`src/rtl/conv1_img_read.sv`:
```
// Conv1 upstream sequencer: walks every KxK window of the IMG_W x IMG_W image with incremental addressing.
// Optional macro CONV1_RD_WT_ADDR_EN adds the wt_addr port for lockstep kernel-weight reads.
module conv1_img_read #(
    parameter int IMG_W  = 28,
    parameter int K      = 5,
    parameter int ADDR_W = 10,
    parameter int RD_LAT = 1
) (
    input  logic              clk,
    input  logic              reset,
    input  logic              start,
    input  logic              enable,
    output logic [ADDR_W-1:0] img_addr,
`ifdef CONV1_RD_WT_ADDR_EN
    output logic [4:0]        wt_addr,
`endif
    output logic              addr_valid,
    output logic              data_valid_q,
    output logic              win_first_q,
    output logic              win_last_q,
    output logic              busy,
    output logic              done
);

    localparam int OUT_W = IMG_W - K + 1;
    localparam int KW    = $clog2(K);
    localparam int OW    = $clog2(OUT_W);
    localparam int DW    = $clog2(RD_LAT + 1);

    localparam logic [KW-1:0]     K_LAST     = KW'(K - 1);
    localparam logic [OW-1:0]     OUT_LAST   = OW'(OUT_W - 1);
    localparam logic [DW-1:0]     DRAIN_LAST = DW'(RD_LAT - 1);
    localparam logic [ADDR_W-1:0] ROW_STEP   = ADDR_W'(IMG_W);
    // From the last window of a row to the first of the next: IMG_W - OUT_W + 1 = K
    localparam logic [ADDR_W-1:0] ROW_JUMP   = ADDR_W'(IMG_W - OUT_W + 1);

    localparam logic [1:0] IDLE  = 2'd0;
    localparam logic [1:0] RUN   = 2'd1;
    localparam logic [1:0] DRAIN = 2'd2;
    localparam logic [1:0] DONE  = 2'd3;

    logic [1:0]        state;
    logic [KW-1:0]     kc, kr;
    logic [OW-1:0]     oc, orow;
    logic [ADDR_W-1:0] win_base, row_base;
    logic [DW-1:0]     drain_cnt;
    logic              win_end, win_first, win_last;
    logic [RD_LAT-1:0] valid_sr, first_sr, last_sr;

    assign addr_valid   = (state == RUN) && enable;
    assign win_end      = (kr == K_LAST) && (kc == K_LAST);
    assign win_first    = addr_valid && (kr == '0) && (kc == '0);
    assign win_last     = addr_valid && win_end;
    assign img_addr     = row_base + ADDR_W'(kc);
    assign busy         = (state == RUN);
    assign done         = (state == DONE);
    assign data_valid_q = valid_sr[RD_LAT-1];
    assign win_first_q  = first_sr[RD_LAT-1];
    assign win_last_q   = last_sr[RD_LAT-1];

    // row_base tracks the current kernel row start; win_base tracks the window origin.
    always_ff @(posedge clk or posedge reset) begin
        if (reset) begin
            state     <= IDLE;
            kc        <= '0;
            kr        <= '0;
            oc        <= '0;
            orow      <= '0;
            win_base  <= '0;
            row_base  <= '0;
            drain_cnt <= '0;
        end else begin
            case (state)
                IDLE, DONE: begin
                    if (start) begin
                        state    <= RUN;
                        kc       <= '0;
                        kr       <= '0;
                        oc       <= '0;
                        orow     <= '0;
                        win_base <= '0;
                        row_base <= '0;
                    end
                end
                RUN: begin
                    if (enable) begin
                        if (win_end) begin
                            kc <= '0;
                            kr <= '0;
                            if (oc == OUT_LAST) begin
                                oc <= '0;
                                if (orow == OUT_LAST) begin
                                    orow      <= '0;
                                    win_base  <= '0;
                                    row_base  <= '0;
                                    drain_cnt <= '0;
                                    state     <= DRAIN;
                                end else begin
                                    orow     <= orow + OW'(1);
                                    win_base <= win_base + ROW_JUMP;
                                    row_base <= win_base + ROW_JUMP;
                                end
                            end else begin
                                oc       <= oc + OW'(1);
                                win_base <= win_base + ADDR_W'(1);
                                row_base <= win_base + ADDR_W'(1);
                            end
                        end else if (kc == K_LAST) begin
                            kc       <= '0;
                            kr       <= kr + KW'(1);
                            row_base <= row_base + ROW_STEP;
                        end else begin
                            kc <= kc + KW'(1);
                        end
                    end
                end
                DRAIN: begin
                    if (drain_cnt == DRAIN_LAST) begin
                        state <= DONE;
                    end else begin
                        drain_cnt <= drain_cnt + DW'(1);
                    end
                end
                default: state <= IDLE;
            endcase
        end
    end

    // Markers ride alongside the memory read latency so they line up with read data.
    always_ff @(posedge clk or posedge reset) begin
        if (reset) begin
            valid_sr <= '0;
            first_sr <= '0;
            last_sr  <= '0;
        end else begin
            valid_sr[0] <= addr_valid;
            first_sr[0] <= win_first;
            last_sr[0]  <= win_last;
            for (int i = 1; i < RD_LAT; i++) begin
                valid_sr[i] <= valid_sr[i-1];
                first_sr[i] <= first_sr[i-1];
                last_sr[i]  <= last_sr[i-1];
            end
        end
    end

`ifdef CONV1_RD_WT_ADDR_EN
    logic [4:0] wt_cnt;

    assign wt_addr = wt_cnt;

    // Tap counter equals kr*K+kc without a multiplier; issued in the same cycle as img_addr.
    always_ff @(posedge clk or posedge reset) begin
        if (reset) begin
            wt_cnt <= '0;
        end else if (((state == IDLE) || (state == DONE)) && start) begin
            wt_cnt <= '0;
        end else if (addr_valid) begin
            wt_cnt <= win_end ? 5'd0 : wt_cnt + 5'd1;
        end
    end
`endif

endmodule
```
`config.mk`:
```
export PLATFORM = sky130hd
export DESIGN_NAME = conv1_img_read
export DESIGN_NICKNAME = d
export VERILOG_FILES = /design/src/rtl/conv1_img_read.sv
export SDC_FILE = /design/constraint.sdc
export NUM_CORES = 1
export LEC_CHECK = 0
export CORE_UTILIZATION = 58
export CTS_CLUSTER_DIAMETER = 40
export CTS_CLUSTER_SIZE = 8
export DETAILED_ROUTE_END_ITERATION = 8
export PLACE_DENSITY_LB_ADDON = 0.1
export SLEW_MARGIN = 10
export SYNTH_ARGS = -nofsm -noshare
export SYNTH_HDL_FRONTEND = slang
export SYNTH_SLANG_ARGS = --single-unit
```
`constraint.sdc`:
```
create_clock -name clk -period 3.4 [get_ports clk]
set_input_delay 0.68 -clock clk [delete_from_list [all_inputs] [get_ports clk]]
set_output_delay 0.68 -clock clk [all_outputs]
set_load 0.02 [all_outputs]
```
Word level (Yosys, flattened, before mapping) --
Cells that the tools add are included.
Word-level totals: flip-flop bits (word level) 42, bits of input ports 4, output and inout bits 16, logic and storage cells 93
Cells by class: $add $sub $neg 9, eq/ne operators 14, multiplexer cells 42, reductions and logical operators 17
Operator list (count):
- 10-bit two-way mux | 8
- 5-bit two-way mux | 8
- 10-bit one-hot mux with 2 select lines | 2
- 3-bit two-way mux | 7
- 5-bit one-hot mux with 2 select lines | 2
- 2-bit two-way mux | 6
- 3-bit one-hot mux with 2 select lines | 2
- 10-bit by 1-bit adder with 10-bit output (second input constant) | 1
- 10-bit by 3-bit adder with 10-bit output | 1
- 10-bit by 3-bit adder with 10-bit output (second input constant) | 1
- 10-bit by 5-bit adder with 10-bit output (second input constant) | 1
- 5-bit by 1-bit adder with 5-bit output (second input constant) | 2
- 5-bit equality test (second input constant) | 2
- 5-bit AND reduction | 2
- 4-bit AND reduction | 2
- 3-bit by 1-bit adder with 3-bit output (second input constant) | 2
- 3-bit equality test (second input constant) | 2
- 3-bit zero test | 2
- 2-bit by 1-bit inequality test with 1-bit output (second input constant) | 3
- 2-bit inequality test (second input constant) | 3
- 2-bit one-hot mux with 3 select lines | 1
- 6-bit AND reduction | 1
- 1-bit logical AND | 5
- 1-bit two-way mux | 5
- 9 further kinds | 11

Depth between registers and ports, before layout --
Gate-level depths: netlist of the first run.
depth after elaboration 6, depth in mapped cells 9, depth with buffers taken out 7

Worst setup path before layout of the first run --
OpenSTA, ideal clock, no wires.
kind reg-to-output, start point reg kc[0], end point out img_addr[8], data arrival time 1795 ps, data required time 2720 ps, setup slack 925 ps, stages on the path, launching flop included 8, path buffers 0, cells stage by stage dfrtp_1 > ha_1 > inv_1 > fa_1 > nor2b_1 > o2111ai_1 > nor2_1 > xor2_1
On the way: longest elaborated chain between the ends 1
RTL lines:
- start: declaration | line 43 | logic [KW-1:0] kc, kr;
- start signal: assignment | line 113 | kc <= kc + KW'(1);
- 10-bit by 3-bit adder with 10-bit output | line 54 | assign img_addr = row_base + ADDR_W'(kc);
- end: declaration | line 13 | output logic [ADDR_W-1:0] img_addr,
No other way between the ends.

Worst setup path in the final report of the first run --
start point reg kc[0], end point out img_addr[6]
Same word-level chain as after synthesis.

==> metrics, run 1 <==
deepest clock path buffer count 2; Placer Congestion 0.805; Critical Path Stages 7; syn avg cell area 8.30 µm²; final instance area 0.00314 mm²; Non-Filler Instances 403; Clock Skew 0.00945 ns; sw frac 0.389; critical path's slowest cell clkdlybuf4s50_1; Setup WS pre-CTS 0.323 ns; crit start category register; Yosys cell types 53; die area 0.00511 mm²; Area Growth Syn to Fin 12.1%; Seq cells post-synth 41; Max Slew Vio Count 0; DR WL/cell 15.8 µm; Reg power frac 0.346; Placed Cells incl. Taps 395; clock transition at the registers of the reported paths 0.08 ns; Max-slew headroom 0.529; setup repair bufs after CTS 0; asr flop ratio synth 1.00; max_cap viols 0; Required @ worst endpoint 2.72 ns; combinational fraction of design power 0.455; reg2reg start state[0]; worst-margin pin slew 0.701 ns; Final Routed Wirelength 6.37 mm; I/O pin total 20; initial detailed-routing violation count 285; Post-DP HPWL 4.59 mm; R2R Setup Slk 0.82 ns; total of fill cells in the finished design 376; Detail Route Antenna Nets 0; clock power share 0.198; GRT Overall Usage 0.280; # clock sinks 41; vias per cell 6.27; crit-path cells ha_1 > inv_1 > fa_1 > nor2b_1 > o2111ai_1 > xnor2_1 > clkdlybuf4s50_1; Gate Count Post-Synth 337; crit path DAT 2.51 ns; maximum clock frequency 0.314 GHz; core area 0.00450 mm²; placed inst area 0.00302 mm²; CTS tree done; count of final setup violators 0; Buf/Inv on CP 2; clk_lat worst skew 0.30 ns; number of global-route vias before repair 2,392; I/O Buffers 19; Inserted Diodes 0; Synth area leader dfrtp_1; Synth Net Count 356; WS Path Type reg2out; largest cells by area after synthesis dfrtp_1 (37%), nand2_1 (7.4%), ha_1 (6.3%); worst r2r path cells 7; RR Endpoint win_base[5]; sequential element share of the synthesized area 0.367; initial antenna violation count 0; Final TNS setup 0 ns; GRT overflow 0; largest net degree at the start of global routing 42; switching pwr 814 µW; final setup margin 0.211 ns; max incr delay on CP 0.61 ns; final cycle utilization of the critical path 0.938; DR pass1 iterations 4; RSZ-0062 raised after global routing no; CP max FO 5; Worst setup EP type primary output; Lkg Pwr 1.42 nW; Cell Pwr Density 668 mW/mm²; share of cells above drive strength 1 0.0456; status complete, no violations; count leader, synth nand2_1; synthesized cell area 0.00280 mm²; Num CTS Buffers 5; count of flip-flops with a built-in enable after synthesis 0; Die H 71.5 µm; clock period minus worst slack 3.19 ns; Hold Slack 0.527 ns; Setup crit end img_addr[6]; H-tree depth 2; DR DRC count 0; Starting Density 0.621; Peak VDD IR 382 µV; Chip Width 71.5 µm; Yosys top cell area share 0.367; Cell Rows 24; worst hold path type reg2reg; prevailing post-synth register cell dfrtp_1; Final #Nets 369; Warnings, synthesis 0; Synth top cells by count nand2_1 (55), dfrtp_1 (41), nor2_1 (23); Hold Crit Start oc[1]; CTS root buffer clkbuf_8; final hold viol count 0; internal power 1.28 mW; vias after detailed routing 2,527; wire length of the first global-routing pass 11.2 mm; Worst Setup SP kc[0]; Crit path max-delay family buffers and inverters
[layout make-up]
type | instances | area, µm² | share of cell area
Inverter | 14 | 52.6 | 0.0168
Sequential cell | 41 | 1030 | 0.327
Timing Repair Buffer | 24 | 226 | 0.0722
Multi-Input combinational cell | 264 | 1650 | 0.526
Tap cell | 52 | 65.1 | 0.0208
Clock buffer | 7 | 86.3 | 0.0275
Clock inverter | 1 | 30.0 | 0.00958
[worst min path at each step]
stage / cells past startpoint / slack, ns / end
final: 2 / 0.53 / oc[1]
after global placement: 2 / 0.49 / kr[1]
after floorplan: 1 / 0.47 / kr[0]
after global routing: 2 / 0.55 / oc[1]
after detailed placement: 2 / 0.51 / oc[1]
after CTS: 2 / 0.53 / oc[1]
[cell usage in the layout (no fill, tap or decap), types with 4 or more instances in the layout]
master / instances
nand4_1: 4
xor2_1: 5
dfrtp_1: 41
xnor2_1: 9
nand2b_1: 5
nor2b_1: 4
or3_1: 5
nor2_1: 23
buf_4: 5
o211ai_1: 4
clkbuf_8: 6
nor4_1: 6
clkdlybuf4s50_1: 18
o21ai_1: 13
ha_1: 14
nor3_1: 5
o21ai_0: 17
nand4b_1: 6
a21oi_1: 18
nand3_1: 14
a22o_1: 9
a31oi_1: 7
inv_1: 14
nand2_1: 55
[logic make-up after synthesis]
kind of cell | share of synthesized area
fa+ha+maj | 0.0733
flops | 0.367
mux | 0.00358
buf+inv | 0.0438
compound gates | 0.206
xor+xnor | 0.0438
simple gates | 0.263
[flip-flops by register name, indices dropped and copies added, names as in the netlist]
| register | flops |
|---|---|
| state | 2 |
| orow | 5 |
| win_base | 10 |
| data_valid_q | 1 |
| oc | 5 |
| win_first_q | 1 |
| row_base | 10 |
| kr | 3 |
| win_last_q | 1 |
| kc | 3 |
[per-stage QoR]
| step | power, mW | util |
|---|---|---|
| after floorplan | 1.35 | - |
| after detailed placement | 1.69 | 0.671 |
| final | 2.09 | 0.696 |
| after CTS | 2.10 | 0.696 |
| after global placement | 1.66 | 0.671 |
| after global routing | 2.24 | 0.696 |
[power by group through the flow]
stage,registers [mW],clock network (mW),logic [mW]
floorplan,0.680,0,0.670
global route,0.743,0.435,1.06
global placement,0.724,0,0.938
CTS,0.723,0.422,0.957
detailed placement,0.732,0,0.956
finish,0.725,0.415,0.953
[tightest hold or removal path, cell delays in order, from the launching register on]
cell     delay [ns]
dfrtp_1        0.37
nand2_1        0.05
o21ai_1        0.07
[layer usage]
| metal | routed length, µm | GRT usage |
|---|---|---|
| met4 | 100 | 0.0893 |
| met2 | 3050 | 0.470 |
| met3 | 252 | 0.0450 |
| met1 | 2970 | 0.376 |
| met5 | 0 | 0 |
[repair_timing]
action | CTS | global route
hold buffers | 0 | 0
endpoints found under the hold margin | 0 | 0
setup endpoints to repair | 1 | 0
resized for setup | 1 | 0
No activity file was read; power rests on OpenSTA's default activity.
==> run 2, diff against run 1 <==
Settings changed: CAP_MARGIN from default to 10.
==> results of run 2 <==
The final DEF is identical to that of run 1; final timing and power are the same.
==> run 3, diff against run 2 <==
==> constraint.sdc (replaced) <==
create_clock -name clk -period 3.2 [get_ports clk]
set_input_delay 0.8 -clock clk [delete_from_list [all_inputs] [get_ports clk]]
set_output_delay 0.8 -clock clk [all_outputs]
set_load 0.02 [all_outputs]
==> run 3 against run 2 <==
- cell count is 1.5% higher
- flip-flop and latch count stayed put
- worst hold slack better by 0.0022 ns
- sequential share of layout area is 0.44 points lower
- global-route usage hardly changed
- routed wire length is 1.0% higher
- utilization is 0.94 points higher
- cell area is 1.4% higher
- critical path depth is 3 lower
- largest power group unchanged
- highest routed layer unchanged
==> metrics, run 3 (synthesized netlist as in run 1, its figures left out) <==
status complete, no violations; Max-slew headroom 0.624 (+0.0950); CTS tree done; H-tree depth 2 (unchanged); # clock sinks 41 (unchanged); crit path DAT 2.16 ns (-0.35 ns); DR WL/cell 15.7 µm (-0.48%); maximum clock frequency 0.338 GHz; post-layout util 0.706 (+0.00944); sw frac 0.390 (+0.00125); Hold Crit Start kr[0]; placed inst area 0.00307 mm² (+1.5%); worst hold path type reg2reg; Required @ worst endpoint 2.40 ns (-0.32 ns); vias per cell 6.28 (+0.21%); crit start category input port; max_cap viols 0 (unchanged); count of final setup violators 0 (unchanged); clock period minus worst slack 2.96 ns; Max Slew Vio Count 0 (unchanged); total power draw 2.22 mW (+5.9%); share of cells above drive strength 1 0.0644 (+0.0188); reg2reg start kc[0]; Final #Nets 375 (+1.6%); Crit path top cell by count clkdlybuf4s50_1; hold buffers post-CTS 0 (unchanged); largest net degree at the start of global routing 42 (unchanged); R2R Setup Slk 0.75 ns (-0.07 ns); internal power 1.35 mW (+5.7%); clock power share 0.199 (about the same); worst-margin pin slew 0.560 ns (-0.140 ns); Crit path max-delay family buffers and inverters; Lkg Pwr 1.46 nW (+3.1%); initial detailed-routing violation count 286 (+0.35%); I/O Buffers 19 (unchanged); Post-DP HPWL 4.56 mm (-0.77%); CP max FO 5 (unchanged); final instance area 0.00318 mm² (+1.4%); crit-path cells clkdlybuf4s50_1 > nand2_1 > inv_1 > clkdlybuf4s50_1; deepest clock path buffer count 2 (unchanged); final setup margin 0.240 ns (+0.0292 ns); Final Routed Wirelength 6.44 mm (+1.0%); max incr delay on CP 0.60 ns (about the same); Area Growth Syn to Fin 13.6%; initial antenna violation count 0 (unchanged); Chip Width 71.5 µm (unchanged); Reg power frac 0.340 (-0.006); critical path's slowest cell clkdlybuf4s50_1; Worst setup EP type primary output; Cell Rows 24 (unchanged); DR pass1 iterations 5 (+1); Clock Skew 0.00874 ns (-0.000712 ns); clock transition at the registers of the reported paths 0.08 ns (about the same); Largest regs row_base: 10 flops, win_base: 10 flops; total of fill cells in the finished design 379 (+0.80%); I/O pin total 20 (unchanged); final hold viol count 0 (unchanged); combinational fraction of design power 0.461 (+0.006); Starting Density 0.621 (unchanged); CTS root buffer clkbuf_8; GRT Overall Usage 0.281 (about the same); final cycle utilization of the critical path 0.925; vias after detailed routing 2,570 (+1.7%); Buf/Inv on CP 3 (+1); GRT overflow 0 (unchanged); clk_lat worst skew 0.30 ns (about the same); wire length of the first global-routing pass 11.1 mm (-1.3%); die area 0.00511 mm² (unchanged); Placer Congestion 0.824 (+2.4%); switching pwr 865 µW (+6.2%); Peak VDD IR 402 µV (+5.2%); RSZ-0062 raised after global routing no; WS Path Type in2out; Num CTS Buffers 5 (unchanged); Final TNS setup 0 ns (unchanged); core area 0.00450 mm² (unchanged); number of global-route vias before repair 2,368 (-1.0%); Worst Setup SP enable; Die H 71.5 µm (unchanged); Inserted Diodes 0 (unchanged); Cell Pwr Density 697 mW/mm² (+4.5%); commonest non-fill, non-tap cells in the layout nand2_1 (55), dfrtp_1 (41), nor2_1 (23), a21oi_1 (18), o21ai_0 (17); Detail Route Antenna Nets 0 (unchanged); Setup WS pre-CTS 0.162 ns (-0.160 ns); DR DRC count 0 (unchanged); commonest non-fill, non-tap cell in the layout nand2_1
## run 3: cell types whose count changed in the layout (fill, tap and decap cells not counted), sizes merged
| cell | change |
|---|---|
| buf | +6 |
| clkbuf | +1 |
| dlymetal6s2s | +2 |
| dlygate4sd2 | +2 |
| clkdlybuf4s50 | -5 |
## run 3: through the flow
stage	hold WS, ns	std cells
finish	0.530	409
global placement	0.495	401
floorplan	0.471	337
global route	0.553	409
CTS	0.516	409
detailed placement	0.504	401
## run 3: repair_timing
action / CTS / global route
gates resized for setup: 4 / 4
cloned: 0 / 0
endpoints found under the setup margin: 4 / 3
setup buffers: 0 / 0
## run 3: power by group through the flow
stage | combinational [mW] | clock, mW | sequential, mW
after floorplan | 0.712 | 0 | 0.723
after global placement | 1.02 | 0 | 0.755
after detailed placement | 1.05 | 0 | 0.762
after CTS | 1.03 | 0.450 | 0.752
after global routing | 1.14 | 0.470 | 0.773
final | 1.02 | 0.441 | 0.754
## run 3: cell type report
cell class	count	area (µm²)	area share
tap	52	65.1	0.0205
timing repair buffer	30	269	0.0846
multi-input combinational	264	1650	0.519
clock inverter	1	30.0	0.00945
inverter	14	52.6	0.0165
clock buffer	7	86.3	0.0272
sequential	41	1030	0.323
## run 3: worst paths after layout
kind | end | depth (start not counted)
worst max register to register | row_base[6] | 8
worst min register to register | kr[0] | 1
worst min-delay path | kr[0] | 1
min in group asynchronous | state[0] | 3
max in group asynchronous | data_valid_q | 3
worst max-delay path | addr_valid | 4
## run 3: per-layer routing
metal  share of wire  GRT usage
met5               0          0
met3           0.051     0.0422
met2            0.47      0.454
met1            0.46      0.378
met4           0.022      0.122
